--- config.mk ---
export PLATFORM = sky130hd
export DESIGN_NAME = down_timer
export DESIGN_NICKNAME = d
export VERILOG_FILES = /design/src/rtl/down_timer.sv
export SDC_FILE = /design/constraint.sdc
export NUM_CORES = 1
export LEC_CHECK = 0
export CAP_MARGIN = 40
export CORE_MARGIN = 8
export CORE_UTILIZATION = 45
export DETAILED_ROUTE_END_ITERATION = 6
export PLACE_DENSITY = 0.79
export SYNTH_ARGS = -nofsm -noshare
export SYNTH_HDL_FRONTEND = slang
export SYNTH_SLANG_ARGS = --single-unit
--- constraint.sdc ---
create_clock -name clk_i -period 2.1 [get_ports clk_i]
set_input_delay 0.63 -clock clk_i [delete_from_list [all_inputs] [get_ports clk_i]]
set_output_delay 0.63 -clock clk_i [all_outputs]
set_load 0.02 [all_outputs]
--- src/rtl/down_timer.sv ---
// down_timer: loadable down-counting timer with one-shot and periodic modes.
// A producer loads a start value through a valid/ready handshake. While RUN and
// enabled the count decrements; reaching terminal count raises a one-cycle
// tc_pulse and either expires (one-shot) or reloads (periodic).
module down_timer #(
  parameter int WIDTH = 8
) (
  input  logic             clk_i,
  input  logic             rst_ni,
  input  logic             enable_i,
  input  logic             clear_i,
  input  logic             load_valid_i,
  output logic             load_ready_o,
  input  logic [WIDTH-1:0] load_value_i,
  input  logic             periodic_i,
  output logic [WIDTH-1:0] count_o,
  output logic             tc_pulse_o,
  output logic             running_o,
  output logic             done_o
);

  typedef enum logic [1:0] {
    S_IDLE    = 2'd0,
    S_RUN     = 2'd1,
    S_EXPIRED = 2'd2
  } state_e;

  localparam logic [WIDTH-1:0] ZERO = '0;
  localparam logic [WIDTH-1:0] ONE  = WIDTH'(1);

  state_e           state_q, state_d;
  logic [WIDTH-1:0] count_q, count_d;
  logic [WIDTH-1:0] reload_q, reload_d;
  logic             mode_q, mode_d;
  logic             tc_q, tc_d;
  logic             load_ok;

  // Loads are refused during clear and while actively counting, so a load can
  // never race a decrement or a terminal count.
  assign load_ok = load_valid_i && !clear_i && (state_q != S_RUN || !enable_i);

  // State and datapath registers, asynchronously reset to an idle, empty timer.
  always_ff @(posedge clk_i or negedge rst_ni) begin
    if (!rst_ni) begin
      state_q  <= S_IDLE;
      count_q  <= ZERO;
      reload_q <= ZERO;
      mode_q   <= 1'b0;
      tc_q     <= 1'b0;
    end else begin
      state_q  <= state_d;
      count_q  <= count_d;
      reload_q <= reload_d;
      mode_q   <= mode_d;
      tc_q     <= tc_d;
    end
  end

  // Next-state logic: clear beats load, load beats counting; tc is a strobe.
  always_comb begin
    state_d  = state_q;
    count_d  = count_q;
    reload_d = reload_q;
    mode_d   = mode_q;
    tc_d     = 1'b0;

    if (clear_i) begin
      // Abort: reload value and mode survive so software can inspect them.
      state_d = S_IDLE;
      count_d = ZERO;
    end else if (load_ok) begin
      count_d  = load_value_i;
      reload_d = load_value_i;
      mode_d   = periodic_i;
      if (load_value_i != ZERO) begin
        state_d = S_RUN;
      end else begin
        // A zero load terminates immediately; a zero period is meaningless,
        // so periodic mode parks in IDLE instead of expiring.
        tc_d    = 1'b1;
        state_d = periodic_i ? S_IDLE : S_EXPIRED;
      end
    end else if (state_q == S_RUN && enable_i) begin
      if (count_q == ONE) begin
        tc_d = 1'b1;
        if (mode_q) begin
          count_d = reload_q;
        end else begin
          count_d = ZERO;
          state_d = S_EXPIRED;
        end
      end else if (count_q != ZERO) begin
        count_d = count_q - ONE;
      end else begin
        // RUN with a zero count is unreachable; recover rather than underflow.
        state_d = S_IDLE;
      end
    end
  end

  // Output decode: status flags come straight from the state register.
  always_comb begin
    load_ready_o = !clear_i && (state_q != S_RUN || !enable_i);
    running_o    = (state_q == S_RUN);
    done_o       = (state_q == S_EXPIRED);
    count_o      = count_q;
    tc_pulse_o   = tc_q;
  end

endmodule

# Word-level counts from Yosys, hierarchy flattened
# Index checks and enable logic that the tools add are counted.
# classes
add_sub_neg,1
eq_ne,6
muxes,19
n_bitwise,1
reduce_logical,14
# op_table
cell,count
2-to-1 mux 8 bit,6
2-to-1 mux 2 bit,8
nonzero test 8 bit,2
== test 8 x 1 -> 1 bit (second input constant),1
!= test 4 bit (second input constant),2
subtractor 8 x 1 -> 8 bit (second input constant),1
2-to-1 mux 1 bit,5
logical AND 1 bit,4
AND reduction 2 bit,2
nonzero test 4 bit,1
AND reduction 3 bit,1
nonzero test 3 bit,1
== test 2 x 1 -> 1 bit (second input constant),1
== test 2 bit (second input constant),1
logical NOT 1 bit,2
!= test 2 x 1 -> 1 bit (second input constant),1
logical OR 1 bit,1
inverter 1 bit,1
# totals
register_bits,20
in_bits,14
output_inout_bits,12
elab_cells,46

# Depth between registers and ports, before layout
# Gate-level depths: netlist (run 1).
# logic_depth
word_depth,6
ltp_mapped,8
ltp_nobuf,7

# Worst setup path after synthesis (run 1)
# OpenSTA, ideal clock, no wires.
# synth_path
kind,register to register
start,"reg count_q[4], in the netlist count_o[4]"
end,"reg count_q[1], in the netlist count_o[1]"
setup_time_ps,92
arrival_ps,1803
required_time_ps,2008
setup_slack_ps,205
stages_incl_launch_ff,7
n_path_buf,1
period_less_slack_ps,1895
cell_sequence,dfrtp_1 > or4_4 > nor3_4 > buf_6 > nand3_1 > o211a_1 > o31ai_2
# synth_via
elab_chain_len,5
word_cells_on_any_way,8
cone_classes,eq/ne: 1; mux: 4; reduce/logical: 3
# synth_rtl
item,line,text
"start, declared",32,"logic [WIDTH-1:0] count_q, count_d;"
"start signal, assigned",52,count_q <= count_d;
== test 8 x 1 -> 1 bit,84,if (count_q == ONE) begin
2-to-1 mux 8 bit,84,
2-to-1 mux 8 bit,83,end else if (state_q == S_RUN && enable_i) begin
2-to-1 mux 8 bit,71,end else if (load_ok) begin
2-to-1 mux 8 bit,67,if (clear_i) begin
# Several ways; a longest one is shown, not always the timed one. The select of a mux whose other input is x is not followed.
# A chain may end at the register's enable or synchronous reset.

# Worst setup path after layout (run 1)
# layout_path
start,"reg count_q[3], in the netlist count_o[3]"
end,out count_o[3]
# layout_rtl
item,line,text
"end, declared",16,"output logic [WIDTH-1:0] count_o,"
# No word-level cell between the ends.

==> results of run 1 <==
-- registers in the layout, indices dropped and copies added, names as in the netlist --
register / count
state_q: 2
count_o: 8
tc_pulse_o: 1
mode_q: 1
reload_q: 8
-- kinds of logic after synthesis --
kind of cell             synth area share [%]
flip-flops                               41.4
buffers and inverters                    3.83
AND/OR/NAND/NOR                          32.0
AO/OA/AOI/OAI                            18.3
adder cells (fa/ha/maj)                  3.10
XOR/XNOR                                 1.45
-- final timing paths --
check	start	endpoint	cells after the start	slack (ns)
setup / recovery	count_o[3]	count_o[3]	1	0.05
hold / removal	reload_q[0]	reload_q[0]	2	0.50
setup reg to reg	count_o[5]	count_o[6]	6	0.14
hold reg to reg	reload_q[0]	reload_q[0]	2	0.50
max in group asynchronous	rst_ni	tc_pulse_o	2	1.24
min in group asynchronous	rst_ni	reload_q[4]	2	0.64
-- placed cells by master (no fill, tap or decap), types with 2 or more instances in the layout --
cell type        instances
nand3_1                  3
or2_2                    2
a21oi_1                  2
nor2_1                   8
dlymetal6s2s_1           4
nand2_1                 33
dlygate4sd2_1            3
nor2b_1                  5
inv_1                    2
dfrtp_1                 20
ha_1                     3
o21ai_0                  8
o31ai_2                  2
buf_4                   30
a21boi_0                 2
nor4_1                   8
nor3_1                   2
clkdlybuf4s50_1         17
o211a_1                  2
clkbuf_4                 3
a221oi_1                 4
-- worst reg2reg max path, delay by kind of cell (launching register included) --
family / cells / cell delay [ns]
and+or+nand+nor: 3 / 1.04
DFF: 1 / 0.43
AOI/OAI and AO/OA: 2 / 0.26
buffers and inverters: 1 / 0.16
-- power by group through the flow --
stage	Clock [W]	Combinational [W]	Sequential, W
after floorplan	0	0.000403	0.000608
after global placement	0	0.000783	0.000539
after detailed placement	0	0.000794	0.000545
after CTS	0.000326	0.000794	0.000535
after global routing	0.000348	0.000871	0.000553
final	0.000326	0.000798	0.000538
-- area by class of cell --
type,instances,area share (%)
clock buffer,3,1.29
clock inverter,1,1.72
inverter,2,0.431
multi-input combinational,110,38.5
sequential,20,28.7
tap,31,2.23
timing repair buffer,54,27.1
-- repair_timing --
item | 4_1_cts | 5_1_grt
pin swaps | 1 | 1
setup endpoints to repair | 4 | 6
gates resized for setup | 8 | 6
setup buffers | 1 | 0
-- per-layer routing --
metal	vias up	share of wire [%]	GRT usage, %
li1	599	-	-
met1	605	46	20.5
met2	37	49	25.7
met3	6	4.2	2.45
met4	0	1.0	4.60
met5	-	0	0
-- through the flow --
stage	total power (W)	utilization, %	TNS, ns	area, µm²	instances
3_3_place_gp	0.00132	62.7	-2.45	1670	216
6_report	0.00166	65.4	0	1740	221
4_1_cts	0.00166	64.8	-0.0314	1720	221
5_1_grt	0.00177	65.4	-0.00482	1740	221
3_5_place_dp	0.00134	62.7	-3.11	1670	216
2_1_floorplan	0.00101	-	0	1210	137
==> flow_metrics.tcl, run 1 <==
set metrics [dict create \
    outcome "completed" \
    worst_setup_path_end_kind "output port" \
    area_growth_pct 44.0 \
    vias 1247 \
    firstDrtPassIters 4 \
    numPortBuffers 25 \
    detail-route-antenna-nets 0 \
    ys_ff_latch 20 \
    ys_types 45 \
    drtIter0Drc 108 \
    cp_max_fo 6 \
    rows 19 \
    synth_edf_count 0 \
    synthesis.nets 154 \
    drc 0 \
    ios 26 \
    yosysMostFrequentCell "nand2_1" \
    power.switching_w 0.000627 \
    slew_headroom_pct 66.8 \
    fillers 241 \
    powerDensity_nw_per_um2 954 \
    required_ns 1.47 \
    cts_tree "done" \
    grt_pass1_vias 1194 \
    yosys_warnings 0 \
    p_int_w 0.00103 \
    swShare_pct 37.7 \
    cts_sinks 20 \
    fin_nets 208 \
    netlist_area_um2 1210 \
    post-dp-hpwl_um 2630 \
    clk_latency_ns 0.31 \
    clk_path_buf_depth 2 \
    seqPwrFrac_pct 32.4 \
    cts-buffers-inserted 3 \
    finalWirelength_um 3320 \
    holdBufCountCts 0 \
    min_period_over_period_pct 97.4 \
    critPathTopFamily "buffers and inverters" \
    synth_flop_cell "dfrtp_1" \
    crit_type "reg2out" \
    multi_input_area_um2 671 \
    timing.max_cap.violations 0 \
    max_stage_delay_ns 0.64 \
    grt_usage_pct 15.5 \
    final-setup-viol-count 0 \
    synthCells 137 \
    async_flop_share_pct 100 \
    start_util_pct 45.4 \
    peakVddDrop_mv 0.712 \
    fin_skew_ns 0.00813 \
    maxSlewViolCount 0 \
    clock-root-buffer "clkbuf_4" \
    tightest_slew_ns 0.494 \
    cts.clk_slew.worst_paths_ns 0.13 \
    wl_per_cell_um 15.0 \
    die-area_um2 4600 \
    yosys.area.top_type "dfrtp_1" \
    p_clk_share_pct 19.6 \
    gp_congestion 0.920 \
    fmax_ghz 0.489 \
    combPwrFrac_pct 48.0 \
    grt_pass1_wl_um 5630 \
    netlist_top_cells_count "nand2_1 (33), dfrtp_1 (20), nor4_1 (9)" \
    grt_overflow 0 \
    setup_slack_ns 0.0540 \
    register_area_um2 500 \
    grt_max_degree 21 \
    pre_cts_ws_ns -0.530 \
    drive_gt1_share_pct 23.7 \
    diodes 0 \
    vias_per_cell 5.64 \
    worstHoldPathType "reg2reg" \
    crit_slowest_cell "clkdlybuf4s50_1" \
    yosysSeqAreaShare_pct 41.4 \
    power.static_leakage_nw 0.873 \
    htreeDepth 1 \
    die_h_um 67.9 \
    timing.final.crit_period_ns 2.05 \
    core-area_um2 2660 \
    avgSynthCellArea_um2 8.83 \
    synth_top_cells_by_area "dfrtp_1 (41%), nand2_1 (10%), nor4_1 (4.7%)" \
    synth_top_area_share_pct 41.4 \
    start_kind "register" \
    hold_viol 0 \
    finalHoldWorstSlack_ns 0.498 \
    critPathBufInv 1 \
    antenna_found_initial 0 \
    die_w_um 67.9 \
    critPathArrivalTime_ns 1.42 \
    path_cells "clkdlybuf4s50_1" \
]
No activity file was read; power rests on OpenSTA's default activity.
==> run 2: changes to the inputs <==
--- a/config.mk
+++ b/config.mk
@@ -8,6 +8,7 @@
 export CAP_MARGIN = 40
 export CORE_MARGIN = 8
 export CORE_UTILIZATION = 45
+export CTS_BUF_LIST = sky130_fd_sc_hd__clkbuf_4 sky130_fd_sc_hd__clkbuf_8 sky130_fd_sc_hd__clkbuf_16
 export DETAILED_ROUTE_END_ITERATION = 6
 export PLACE_DENSITY = 0.79
 export SYNTH_ARGS = -nofsm -noshare
==> results of run 2 <==
Final layout, timing and power as in run 1 (identical DEF).
